`src/rtl/spi_reg_pkg.sv`:
```
// rtl/spi_reg_pkg.sv - shared constants, state encoding and address helpers for spi_reg_slave
package spi_reg_pkg;

  localparam int CMD_BITS  = 8;
  localparam int DATA_BITS = 24;
  localparam int ADDR_W    = 7;

  localparam logic [ADDR_W-1:0] ADDR_LED     = 7'h00;
  localparam logic [ADDR_W-1:0] ADDR_PIN_OUT = 7'h01;
  localparam logic [ADDR_W-1:0] ADDR_PIN_OE  = 7'h02;
  localparam logic [ADDR_W-1:0] ADDR_PIN_IN  = 7'h03;
  localparam logic [ADDR_W-1:0] ADDR_ID      = 7'h04;

  typedef enum logic [1:0] {
    IDLE = 2'd0,
    CMD  = 2'd1,
    DATA = 2'd2,
    DONE = 2'd3
  } state_t;

  // Only the three storage registers accept writes; everything else is dropped.
  function automatic logic is_writable(input logic [ADDR_W-1:0] addr);
    return (addr == ADDR_LED) || (addr == ADDR_PIN_OUT) || (addr == ADDR_PIN_OE);
  endfunction

endpackage

```
`src/rtl/spi_reg_slave_if.sv`:
```
// rtl/spi_reg_slave_if.sv - SPI configuration bus between the samd51 master and the register slave
interface spi_reg_slave_if;

  logic cfg_sck;
  logic cfg_si;
  logic cfg_cs;
  logic cfg_so;

  modport master (output cfg_sck, output cfg_si, output cfg_cs, input cfg_so);
  modport slave  (input cfg_sck, input cfg_si, input cfg_cs, output cfg_so);

endinterface

```
`src/rtl/spi_sync_edge.sv`:
```
// rtl/spi_sync_edge.sv - two-flop synchroniser with single-clk rise/fall pulses
module spi_sync_edge #(
  parameter logic RESET_VAL = 1'b0
) (
  input  logic clk,
  input  logic rst,
  input  logic din,
  output logic level,
  output logic rise,
  output logic fall
);

  logic meta_q;
  logic sync_q;
  logic prev_q;

  // Two synchroniser stages followed by the history register used for edge detection.
  // The reset value matches the idle level of the line so no false edge follows reset.
  always_ff @(posedge clk or posedge rst) begin
    if (rst) begin
      meta_q <= RESET_VAL;
      sync_q <= RESET_VAL;
      prev_q <= RESET_VAL;
    end else begin
      meta_q <= din;
      sync_q <= meta_q;
      prev_q <= sync_q;
    end
  end

  assign level = sync_q;
  assign rise  = sync_q & ~prev_q;
  assign fall  = ~sync_q & prev_q;

endmodule

```
`src/rtl/spi_reg_slave.sv`:
```
// rtl/spi_reg_slave.sv - oversampled SPI slave register file driving LED and user-pin vectors
module spi_reg_slave
  import spi_reg_pkg::*;
#(
  parameter int          PIN_W    = 24,
  parameter int          LED_W    = 16,
  parameter logic [23:0] ID_VALUE = 24'h0053F0
) (
  input  logic              clk,
  input  logic              rst,
  spi_reg_slave_if.slave    cfg,
  input  logic [PIN_W-1:0]  pin_in,
  output logic [LED_W-1:0]  led_bits,
  output logic [PIN_W-1:0]  pin_out,
  output logic [PIN_W-1:0]  pin_oe,
  output logic              wr_strobe
);

  logic sck_level, sck_rise, sck_fall;
  logic si_level, si_rise, si_fall;
  logic cs_level, cs_rise, cs_fall;

  spi_sync_edge #(.RESET_VAL(1'b0)) u_sck (
    .clk(clk), .rst(rst), .din(cfg.cfg_sck),
    .level(sck_level), .rise(sck_rise), .fall(sck_fall)
  );

  spi_sync_edge #(.RESET_VAL(1'b0)) u_si (
    .clk(clk), .rst(rst), .din(cfg.cfg_si),
    .level(si_level), .rise(si_rise), .fall(si_fall)
  );

  // Chip select idles high, so its synchroniser resets high.
  spi_sync_edge #(.RESET_VAL(1'b1)) u_cs (
    .clk(clk), .rst(rst), .din(cfg.cfg_cs),
    .level(cs_level), .rise(cs_rise), .fall(cs_fall)
  );

  logic unused_sync;
  assign unused_sync = &{1'b0, sck_level, si_rise, si_fall, cs_level};

  state_t             state_q, state_d;
  logic [4:0]         bit_cnt_q;
  logic [22:0]        rx_sr_q;
  logic               rnw_q;
  logic [ADDR_W-1:0]  addr_q;
  logic [23:0]        miso_sr_q;
  logic               so_q;
  logic               commit_q;
  logic [23:0]        wdata_q;
  logic [LED_W-1:0]   led_q;
  logic [PIN_W-1:0]   pin_out_q;
  logic [PIN_W-1:0]   pin_oe_q;
  logic               strobe_q;

  logic               frame_start;
  logic               shift_rx;
  logic               cmd_last;
  logic               data_last;
  logic               miso_shift;
  logic [ADDR_W-1:0]  addr_next;
  logic               rnw_next;
  logic [23:0]        wdata_next;
  logic [23:0]        rdata;

  // The bit arriving on this rise completes the command byte or the data word.
  assign addr_next  = {rx_sr_q[5:0], si_level};
  assign rnw_next   = rx_sr_q[6];
  assign wdata_next = {rx_sr_q, si_level};

  // Register readback, narrower registers zero-extended to the 24-bit data field.
  always_comb begin
    rdata = '0;
    case (addr_next)
      ADDR_LED:     rdata[LED_W-1:0] = led_q;
      ADDR_PIN_OUT: rdata[PIN_W-1:0] = pin_out_q;
      ADDR_PIN_OE:  rdata[PIN_W-1:0] = pin_oe_q;
      ADDR_PIN_IN:  rdata[PIN_W-1:0] = pin_in;
      ADDR_ID:      rdata            = ID_VALUE;
      default:      rdata            = '0;
    endcase
  end

  // Frame state register.
  always_ff @(posedge clk or posedge rst) begin
    if (rst) begin
      state_q <= IDLE;
    end else begin
      state_q <= state_d;
    end
  end

  // Next-state and per-clk control pulses; CS rise outranks every SCK event.
  always_comb begin
    state_d     = state_q;
    frame_start = 1'b0;
    shift_rx    = 1'b0;
    cmd_last    = 1'b0;
    data_last   = 1'b0;
    miso_shift  = 1'b0;
    if (cs_rise) begin
      state_d = IDLE;
    end else if (cs_fall) begin
      state_d     = CMD;
      frame_start = 1'b1;
    end else begin
      case (state_q)
        CMD: begin
          if (sck_rise) begin
            shift_rx = 1'b1;
            if (bit_cnt_q == 5'(CMD_BITS - 1)) begin
              cmd_last = 1'b1;
              state_d  = DATA;
            end
          end
        end
        DATA: begin
          if (sck_rise) begin
            shift_rx = 1'b1;
            if (bit_cnt_q == 5'(DATA_BITS - 1)) begin
              data_last = 1'b1;
              state_d   = DONE;
            end
          end else if (sck_fall) begin
            miso_shift = 1'b1;
          end
        end
        default: state_d = state_q;
      endcase
    end
  end

  // Shift datapath: MOSI capture, command latch, MISO shifter and write commit request.
  always_ff @(posedge clk or posedge rst) begin
    if (rst) begin
      bit_cnt_q <= '0;
      rx_sr_q   <= '0;
      rnw_q     <= 1'b0;
      addr_q    <= '0;
      miso_sr_q <= '0;
      so_q      <= 1'b0;
      commit_q  <= 1'b0;
      wdata_q   <= '0;
    end else begin
      commit_q <= 1'b0;
      if (frame_start) begin
        bit_cnt_q <= '0;
        rx_sr_q   <= '0;
        miso_sr_q <= '0;
        so_q      <= 1'b0;
      end else if (cs_rise) begin
        so_q <= 1'b0;
      end else begin
        if (shift_rx) begin
          rx_sr_q   <= {rx_sr_q[21:0], si_level};
          bit_cnt_q <= cmd_last ? 5'd0 : bit_cnt_q + 5'd1;
        end
        if (cmd_last) begin
          rnw_q     <= rnw_next;
          addr_q    <= addr_next;
          miso_sr_q <= rnw_next ? rdata : 24'h0;
        end
        if (data_last) begin
          commit_q <= ~rnw_q & is_writable(addr_q);
          wdata_q  <= wdata_next;
        end
        if (sck_fall) begin
          so_q <= (state_q == DATA) ? miso_sr_q[23] : 1'b0;
          if (miso_shift) begin
            miso_sr_q <= {miso_sr_q[22:0], 1'b0};
          end
        end
      end
    end
  end

  // Storage registers update one clk after the commit request, with a matching strobe.
  always_ff @(posedge clk or posedge rst) begin
    if (rst) begin
      led_q     <= '0;
      pin_out_q <= '0;
      pin_oe_q  <= '0;
      strobe_q  <= 1'b0;
    end else begin
      strobe_q <= commit_q;
      if (commit_q) begin
        case (addr_q)
          ADDR_LED:     led_q     <= wdata_q[LED_W-1:0];
          ADDR_PIN_OUT: pin_out_q <= wdata_q[PIN_W-1:0];
          ADDR_PIN_OE:  pin_oe_q  <= wdata_q[PIN_W-1:0];
          default:      led_q     <= led_q;
        endcase
      end
    end
  end

  assign cfg.cfg_so = so_q;
  assign led_bits   = led_q;
  assign pin_out    = pin_out_q;
  assign pin_oe     = pin_oe_q;
  assign wr_strobe  = strobe_q;

endmodule
```
`src/flat_wrapper.sv`:
```
// flat-port wrapper written by rule: the top's interface ports become plain ports
module spi_reg_slave_flat import spi_reg_pkg::*;
#(
  parameter int          PIN_W    = 24,
  parameter int          LED_W    = 16,
  parameter logic [23:0] ID_VALUE = 24'h0053F0
)
  (clk, rst, pin_in, led_bits, pin_out, pin_oe, wr_strobe, cfg_cfg_sck, cfg_cfg_si, cfg_cfg_cs, cfg_cfg_so);
  spi_reg_slave_if cfg_i ();
  input  logic clk;
  input  logic rst;
  input  logic [PIN_W-1:0] pin_in;
  output logic [LED_W-1:0] led_bits;
  output logic [PIN_W-1:0] pin_out;
  output logic [PIN_W-1:0] pin_oe;
  output logic wr_strobe;
  input wire logic [$bits(cfg_i.cfg_sck)-1:0] cfg_cfg_sck;
  input wire logic [$bits(cfg_i.cfg_si)-1:0] cfg_cfg_si;
  input wire logic [$bits(cfg_i.cfg_cs)-1:0] cfg_cfg_cs;
  output wire logic [$bits(cfg_i.cfg_so)-1:0] cfg_cfg_so;
  assign cfg_i.cfg_sck = cfg_cfg_sck;
  assign cfg_i.cfg_si = cfg_cfg_si;
  assign cfg_i.cfg_cs = cfg_cfg_cs;
  assign cfg_cfg_so = cfg_i.cfg_so;
  spi_reg_slave #(.PIN_W(PIN_W), .LED_W(LED_W), .ID_VALUE(ID_VALUE)) u_core (.clk(clk), .rst(rst), .cfg(cfg_i), .pin_in(pin_in), .led_bits(led_bits), .pin_out(pin_out), .pin_oe(pin_oe), .wr_strobe(wr_strobe));
endmodule
```
`config.mk`:
```
export PLATFORM = sky130hd
export DESIGN_NAME = spi_reg_slave_flat
export DESIGN_NICKNAME = d
export VERILOG_FILES = /design/src/rtl/spi_reg_pkg.sv /design/src/rtl/spi_reg_slave_if.sv /design/src/rtl/spi_sync_edge.sv /design/src/rtl/spi_reg_slave.sv /design/src/flat_wrapper.sv
export SDC_FILE = /design/constraint.sdc
export NUM_CORES = 1
export LEC_CHECK = 0
export CAP_MARGIN = 25
export CELL_PAD_IN_SITES_DETAIL_PLACEMENT = 1
export CELL_PAD_IN_SITES_GLOBAL_PLACEMENT = 2
export CORE_AREA = 2 2 151 153
export CTS_CLUSTER_DIAMETER = 50
export CTS_CLUSTER_SIZE = 10
export DETAILED_ROUTE_END_ITERATION = 12
export DIE_AREA = 0 0 153 155
export HOLD_SLACK_MARGIN = 0.06
export PLACE_DENSITY = 0.84
export SYNTH_ARGS = -nofsm -noshare
export SYNTH_HDL_FRONTEND = slang
export SYNTH_SLANG_ARGS = --single-unit
```
`constraint.sdc`:
```
create_clock -name clk -period 5 [get_ports clk]
set_input_delay 1 -clock clk [delete_from_list [all_inputs] [get_ports clk]]
set_output_delay 1 -clock clk [all_outputs]
set_load 0.05 [all_outputs]
```
==> results.cfg <==
[timing]
fin_setup_tns_ps = 0
maxSlewViolCount = 0
skew_ps = 13.4
hold_viol_final = 0
whs_ps = 347
finalCritPeriodShare = 0.599
slew_headroom = 0.287
worst_pin_slew_ps = 1060
rsz0062_at_grt = no
period_minus_slack_ps = 2990
finalSetupViolCount = 0
max_freq_ghz = 0.334

[yosys]
synth.yosys.seq_area_share = 0.549
yosys.area.top_type_share = 0.538
synth_edf_count = 0
syn_nets = 624
synthArstFlopShare = 1.00
synth.most_common_cell = dfrtp_1
yosysWarnings = 0
syn_area_mm2 = 0.00735
synth_area_leaders = dfrtp_1 54%, mux2_2 16%, a22o_1 3.9%
yosys_register_bits = 161
yosysTopAreaCell = dfrtp_1
synth_top_flop_cell = dfrtp_1
ys_types = 54
synth_common_cells = 158 x dfrtp_1, 107 x mux2_2, 42 x nand2_1
syn_inst = 589
synth_area_per_cell_um2 = 12.5

[cts]
cts_hold_buf = 0
htree_levels = 4
cts_max_path_buffers = 2
cts_tree = yes
cts.sinks = 161
clockRootBuffer = clkbuf_16
cts_made_buffers = 17
clk_latency_ps = 430
cts.repair.resized = 0
clk_pin_slew_ps = 60
post_cts_buffers = 0

[die]
num_rows = 55
io_pins = 95
die_h_um = 155
dieArea_mm2 = 0.0237
chipWidth_um = 153
core_area_mm2 = 0.0222
initial_core_util = 0.331

[routing]
avgViaCountPerCell = 5.29
routed_wl_mm = 20.1
drc_errors = 0
via_count = 5151
first_pass_iters = 4
wl_per_cell_um = 20.7
drtIter0Drc = 330
postRouteAntennaNets = 0

[finish]
fin_util = 0.414
syn_to_final_growth_pct = 25.1
diodes = 0
drive_gt1_frac = 0.238
instances_no_fill = 973
fin_nets = 710

[pwr]
ir_drop_mv = 0.241
power_w = 0.00297
p_leak_nw = 4.28
powerDensity_mw_per_mm2 = 323

[grt]
grt_start_max_net_pins = 162
antenna_found_initial = 0
grt_pass1_vias = 5608
grt.total_usage = 0.175
grt_overflow_total = 0
grt_pass1_wl_mm = 32.4

[worst_setup_path]
start_kind = flop
crit_chain = inv_1 > ha_1 > or3b_1 > nor3_1 > nand2_1 > buf_16 > mux2_2
worst_ep_arrival_time_ps = 3300
critical_path_required_ps = 5300
cpPeakStageDelay_ps = 570
cp_max_fo = 19
crit_type = flop to flop
critPathSlowestCell = dfstp_2
endpoint_kind = flop

[status]
outcome = completed

[min_path]
hold_class = flop to flop

[flow_run]
cap_violations = 0

[place]
dp_cells = 940
gp_congestion = 0.849
dpl.hpwl_mm = 13.5
io_buffers = 94
[sequential cells by signal, summed over array words and instances, names as in the netlist, 2 cells and up]
signal,flops
u_core.bit_cnt_q,5
u_core.wdata_q,24
u_core.rx_sr_q,23
u_core.led_bits,16
u_core.pin_out,24
u_core.state_q,2
u_core.addr_q,7
u_core.pin_oe,24
u_core.miso_sr_q,24
[final cells by class]
cell class	count	area (um^2)
Tap cell	285	357
Sequential cell	161	4030
Clock inverter	11	128
Fill cell	2332	13000
Inverter	8	33.8
Multi-Input combinational cell	384	3110
Clock buffer	21	470
Timing Repair Buffer	103	1060
[worst max-delay path, delay by kind of cell, from the launching register on]
family	cells	cell delay [ps]
flops	1	570
simple gates	3	1240
mux	1	290
fa+ha+maj	1	420
buf+inv	2	340
[through the flow]
step	setup WS, ps	instance area, um^2
finish	2010	9190
global route	1810	9190
CTS	2050	9170
detailed placement	2080	8570
global placement	1940	8540
floorplan	1960	7350
[worst paths after layout]
kind,from,slack [ps],end,cells past startpoint
max,u_core.u_cs.level,2010,u_core.wdata_q[1],7
min,u_core.u_sck.meta_q,350,u_core.u_sck.level,0
max reg2reg,u_core.u_cs.level,2010,u_core.wdata_q[1],7
min reg2reg,u_core.u_sck.meta_q,350,u_core.u_sck.level,0
max in group asynchronous,rst,3180,u_core.pin_oe[18],3
min in group asynchronous,rst,1130,u_core.led_bits[2],3
[where the power goes]
| part | internal (W) | switching, W | leakage, nW | total [W] |
|---|---|---|---|---|
| sequential | 0.00133 | 0.0000367 | 2.22 | 0.00137 |
| combinational | 0.000115 | 0.000174 | 1.77 | 0.000290 |
| clock | 0.000778 | 0.000534 | 0.286 | 0.00131 |
[cell families after synthesis]
kind of cell	synth area share
flops	0.549
simple gates	0.102
mux	0.193
compound gates	0.115
buf+inv	0.0286
fa+ha+maj	0.0102
xor+xnor	0.00238
[cell usage in the layout, fill, tap and decap left out, types with 3 or more instances in the layout]
master           netlist  layout
a21o_1                 6       6
a21oi_1               12      12
a22o_1                33      33
a22oi_1               13      13
and3_1                10      10
buf_4                  0       6
clkbuf_16              0      17
clkbuf_8               0       3
clkdlybuf4s50_1        0      94
clkinvlp_4             0       4
dfrtp_1              158     158
dfstp_2                3       3
ha_1                   6       6
inv_1                  8       7
mux2_2               107     107
mux2i_1               10      10
mux4_2                 5       5
nand2_1               42      42
nand2b_1              10      10
nand3_1                4       4
nand3b_1               9       9
nor2_1                27      27
nor3_1                 7       7
o21ai_0               33      33
o21bai_1              10       9
or4_1                  4       4
[layer usage]
| layer | wire length [um] | GRT usage |
|---|---|---|
| met3 | 420 | 0.0270 |
| met5 | 0 | 0 |
| met2 | 10500 | 0.302 |
| met4 | 503 | 0.0745 |
| met1 | 8720 | 0.220 |
Note: power is estimated with default switching activity, not from simulation.
==> patch 1 (same settings) <==
One comparison of `bit_cnt_q` changes from == to >=.
--- a/src/rtl/spi_reg_slave.sv
+++ b/src/rtl/spi_reg_slave.sv
@@ -108,7 +108,7 @@
         CMD: begin
           if (sck_rise) begin
             shift_rx = 1'b1;
-            if (bit_cnt_q == 5'(CMD_BITS - 1)) begin
+            if (bit_cnt_q >= 5'(CMD_BITS - 1)) begin
               cmd_last = 1'b1;
               state_d  = DATA;
             end
Behaviour: no difference found for any inputs over 10 cycles, from zero or initial values and one cycle with rst high; that may be too few to reach the edited logic, so the function may still have changed.
==> patch 1 against the unedited design <==
- area after synthesis up 0.82%
- final area is 0.46% higher
- critical path depth fell by 1
- via count is 1.6% higher
- power rose by 6.2%
- setup slack worse by 140 ps
- sequential cell count unchanged
- first-iteration DRC count down 3.6%
- wire length up 6.7%
- non-clock buffer count up 3
- global-route usage rose by 0.86 points
- largest power group unchanged
- highest routed layer unchanged
==> patch 1: results (changes against the unedited design) <==
| Metric | Value |
|---|---|
| Switching Fraction | 27.5% (was 25.1%) |
| M3 GR Usage | 3.12% (was 2.70%) |
| Outcome | complete, no violations (unchanged) |
| Leakage | 4.13 nW (was 4.28 nW) |
| VDD IR max | 0.000275 V (was 0.000241 V) |
| Register area share after synthesis | 54.4% (was 54.9%) |
| Fillers | 2319 (was 2332) |
| HPWL reported at the end of detailed placement | 14500 um (was 13500 um) |
| Crit path largest cell delay | 550 ps (was 570 ps) |
| Post-synthesis cell type count | 56 (was 54) |
| Clock Skew | 6.96 ps (was 13.4 ps) |
| Post-route cell area | 0.00924 mm2 (was 0.00919 mm2) |
| Vias in the first global route | 5805 (was 5608) |
| Met2 Use GR | 30.7% (was 30.2%) |
| Post-Syn Area per Cell | 12.6 um2 (was 12.5 um2) |
| Pre-Repair DR Iteration Count | 6 (was 4) |
| Commonest cells post-synth | 158 x dfrtp_1, 104 x mux2_2, 26 x a22o_1 (was 158 x dfrtp_1, 107 x mux2_2, 42 x nand2_1) |
| Post-DP Area | 0.00861 mm2 (was 0.00857 mm2) |
| Share of layout cells above drive strength 1 | 24.7% (was 23.8%) |
| Detailed router's first-iteration violation count | 318 (was 330) |
| Dpl ws | 1930 ps (was 2080 ps) |
| GRT Overall Usage | 18.4% (was 17.5%) |
| Worst EP arrival | 3440 ps (was 3300 ps) |
| GR Util met1 | 24.6% (was 22.0%) |
| Routability congestion estimate | 0.807 (was 0.849) |
| Worst-margin pin slew | 980 ps (was 1060 ps) |
| Synth area leaders | dfrtp_1 53%, mux2_2 16%, a22o_1 3.1% (was dfrtp_1 54%, mux2_2 16%, a22o_1 3.9%) |
==> patch 1: changes by cell type after synthesis, moves of 10 or more <==
cell      before  now
o21bai_1      10    0
inv_1          8   25
nand3_1        4   18
o21ai_0       33   12
a31oi_1        0   16
nand2_1       42   15
==> patch 1: cell families (layout without fill, tap and decap cells) <==
family	Yosys count	count (layout)	synth area share, %
buffers and inverters	66	164	4.15
muxes	116	116	18.8
DFF	161	161	54.4
adders and majority gates	6	6	1.01
and+or+nand+nor	96	96	7.06
AOI/OAI and AO/OA	144	144	14.5
xor gates and xnor gates	1	1	0.118
==> patch 1: worst paths after layout <==
kind | cells past startpoint | endpoint | startpoint | slack, ps
worst min-delay path | 0 | u_core.u_si.level | u_core.u_si.meta_q | 360
worst min register to register | 0 | u_core.u_si.level | u_core.u_si.meta_q | 360
min in group asynchronous | 3 | u_core.wdata_q[8] | rst | 1180
worst max register to register | 6 | u_core.wdata_q[2] | u_core.u_cs.level | 1870
worst max-delay path | 6 | u_core.wdata_q[2] | u_core.u_cs.level | 1870
max in group asynchronous | 3 | u_core.state_q[1] | rst | 3200
==> patch 1: power groups by stage <==
stage	Combinational (mW)	Clock, mW	Sequential (mW)
detailed placement	0.413	0	1.42
floorplan	0.290	0	1.40
CTS	0.417	1.37	1.39
global route	0.456	1.42	1.40
finish	0.416	1.34	1.40
global placement	0.393	0	1.41
==> patch 1: cell type report <==
| type | count | share of cell area, % |
|---|---|---|
| inverters | 26 | 1.10 |
| well taps | 285 | 3.86 |
| clock buffers | 18 | 4.75 |
| clock inverters | 14 | 1.84 |
| multi-input cells | 363 | 33.3 |
| repair buffers | 106 | 11.5 |
| flip-flops and latches | 161 | 43.7 |
==> patch 1: layer usage <==
layer	wire length, um	share of wire [%]
met1	9820	46
met2	10600	50
met3	642	3.0
met5	0	0
met4	351	1.6
==> patch 2 (same settings) <==
Without the edit above. `LED_W` is set to 16 in 2 places; all go to 20.
--- a/src/rtl/spi_reg_slave.sv
+++ b/src/rtl/spi_reg_slave.sv
@@ -3,7 +3,7 @@
   import spi_reg_pkg::*;
 #(
   parameter int          PIN_W    = 24,
-  parameter int          LED_W    = 16,
+  parameter int          LED_W    = 20,
   parameter logic [23:0] ID_VALUE = 24'h0053F0
 ) (
   input  logic              clk,
--- a/src/flat_wrapper.sv
+++ b/src/flat_wrapper.sv
@@ -2,7 +2,7 @@
 module spi_reg_slave_flat import spi_reg_pkg::*;
 #(
   parameter int          PIN_W    = 24,
-  parameter int          LED_W    = 16,
+  parameter int          LED_W    = 20,
   parameter logic [23:0] ID_VALUE = 24'h0053F0
 )
   (clk, rst, pin_in, led_bits, pin_out, pin_oe, wr_strobe, cfg_cfg_sck, cfg_cfg_si, cfg_cfg_cs, cfg_cfg_so);
Ports: changed (resized led_bits); port bits go from 95 to 99. The function was not compared with the original's and may differ.
==> patch 2 against the unedited design <==
- wire length rose by 3.6%
- setup slack improved by 86 ps
- critical endpoint is now u_core.bit_cnt_q[0]
- die area did not move
- sequential share of layout area fell by 0.24 points
- combinational power rose by 25%
- largest power group unchanged
- final area rose by 3.1%
- power rose by 5.8%
- sequential cell count rose by 4
- area after synthesis rose by 4.3%
==> patch 2: results (changes against the unedited design) <==
| Metric | Value |
|---|---|
| Outcome | complete, no violations (unchanged) |
| Commonest cells post-synth | 162 x dfrtp_1, 95 x mux2_2, 31 x a22o_1 (was 158 x dfrtp_1, 107 x mux2_2, 42 x nand2_1) |
| Worst r2r path cells | 7 (unchanged) |
| First-pass GRT wire length | 33700 um (was 32400 um) |
| Worst EP arrival | 3280 ps (was 3300 ps) |
| Synth warn | 0 (unchanged) |
| # H-tree levels | 4 (unchanged) |
| Leakage | 4.25 nW (was 4.28 nW) |
| Worst hold slack | 357 ps (was 347 ps) |
| GRT Overall Usage | 18.3% (was 17.5%) |
| CP Max Fanout | 24 (was 19) |
| Share of layout cells above drive strength 1 | 25.1% (was 23.8%) |
| Largest net degree at the start of global routing | 166 (was 162) |
| Detailed router's first-iteration violation count | 305 (was 330) |
| Register area share after synthesis | 53.9% (was 54.9%) |
| HPWL reported at the end of detailed placement | 13700 um (was 13500 um) |
| PortBufs | 98 (was 94) |
| Vias in the first global route | 5823 (was 5608) |
| Worst R2R Start | u_core.u_cs.prev_q (was u_core.u_cs.level) |
| Initial antenna violation count | 0 (unchanged) |
| Dominant cell type by area after synthesis | dfrtp_1 (unchanged) |
| Synth async-reset ratio | 100% (unchanged) |
| VDD IR max | 0.000249 V (was 0.000241 V) |
| Antenna Cells | 0 (unchanged) |
| Critical R2R Capture | u_core.bit_cnt_q[0] (was u_core.wdata_q[1]) |
| Synth area leaders | dfrtp_1 53%, mux2_2 14%, a22o_1 3.5% (was dfrtp_1 54%, mux2_2 16%, a22o_1 3.9%) |
| Reg clk slew, reported paths | 70 ps |
| Root Buffer | clkbuf_16 (unchanged) |
| Syn Nets | 610 (was 624) |
| Routability congestion estimate | 0.795 (was 0.849) |
| Clk_lat worst skew | 430 ps (about the same) |
| Hold Crit Start | u_core.u_sck.meta_q (unchanged) |
| CTS buffer count | 17 (unchanged) |
| Post-synthesis cell type count | 65 (was 54) |
| Hold crit path type | reg -> reg (unchanged) |
| FF-to-FF setup slack | 2090 ps (was 2010 ps) |
| Hold Crit Depth | 0 (unchanged) |
| WHS Endpoint | u_core.u_sck.level (unchanged) |
| Clock tree buffer depth | 2 (unchanged) |
| Clock Skew | 6.63 ps (was 13.4 ps) |
| Post_cts resized | 0 (unchanged) |
| Via count | 5278 (was 5151) |
| Pre-Repair DR Iteration Count | 4 (unchanged) |
| MaxCap Viol Count | 0 (unchanged) |
| Post-layout net count | 692 (was 710) |
| DRT Wirelength | 20800 um (was 20100 um) |
| Post-CTS Setup Inserts | 0 (unchanged) |
| Worst-margin pin slew | 1030 ps (was 1060 ps) |
==> patch 2: worst max path at each step <==
stage,start,end,slack [ps],cells after the start
final,u_core.u_cs.prev_q,u_core.bit_cnt_q[0],2090,7
after CTS,u_core.u_cs.level,u_core.addr_q[0],1940,6
after detailed placement,u_core.u_cs.level,u_core.addr_q[0],1980,6
after floorplan,rst,u_core.addr_q[0],1900,1
after global placement,u_core.u_cs.level,u_core.addr_q[1],2140,6
after global routing,u_core.u_cs.prev_q,u_core.bit_cnt_q[4],1860,7
==> patch 2: cell type report <==
class                      count  area, um2
inverter                      18       71.3
multi-input combinational    348       3240
clock buffer                  21        450
tap                          285        357
fill                        2265      12800
clock inverter                11        128
timing repair buffer         107       1100
sequential                   165       4130
==> patch 2: logic make-up after synthesis <==
group / synth area share [%]
flip-flops: 53.9
multiplexers: 20.5
AO/OA/AOI/OAI: 11.5
AND/OR/NAND/NOR: 8.98
buffers and inverters: 3.93
adder cells (fa/ha/maj): 0.979
XOR/XNOR: 0.229
==> patch 2: through the flow <==
| stage | cell area (um2) | setup WS, ps | util, % | power [mW] | cells |
|---|---|---|---|---|---|
| 6_report | 9480 | 2090 | 42.6 | 3.14 | 955 |
| 4_1_cts | 9450 | 1940 | 42.5 | 3.17 | 954 |
| 5_1_grt | 9480 | 1860 | 42.6 | 3.27 | 955 |
| 2_1_floorplan | 7670 | 1900 | - | 1.74 | 575 |
| 3_5_place_dp | 8870 | 1980 | 39.9 | 1.86 | 922 |
| 3_3_place_gp | 8840 | 2140 | 39.8 | 1.84 | 921 |
==> patch 2: critical path, stage by stage, from the launching register on <==
cell	delay [ps]
dfstp_2	530
inv_1	50
ha_1	440
buf_4	330
nor2_1	190
and2_1	800
and2_1	310
mux2_2	170
==> patch 2: power by group <==
group          switching [mW]  total (mW)  leakage (nW)  internal (mW)
Sequential             0.0851        1.48          2.27           1.39
Clock                   0.551        1.30         0.274          0.751
Combinational           0.198       0.362          1.70          0.164
Total                   0.835        3.14          4.25           2.31
==> patch 2: routing by layer <==
| layer | track usage (%) | share of wire [%] | up-vias | wire (um) |
|---|---|---|---|---|
| met4 | 7.14 | 2.2 | 0 | 459 |
| met1 | 23.8 | 43 | 2795 | 8920 |
| met3 | 2.95 | 3.9 | 27 | 822 |
| li1 | - | - | 2334 | - |
| met5 | 0 | 0 | - | 0 |
| met2 | 30.7 | 51 | 122 | 10600 |
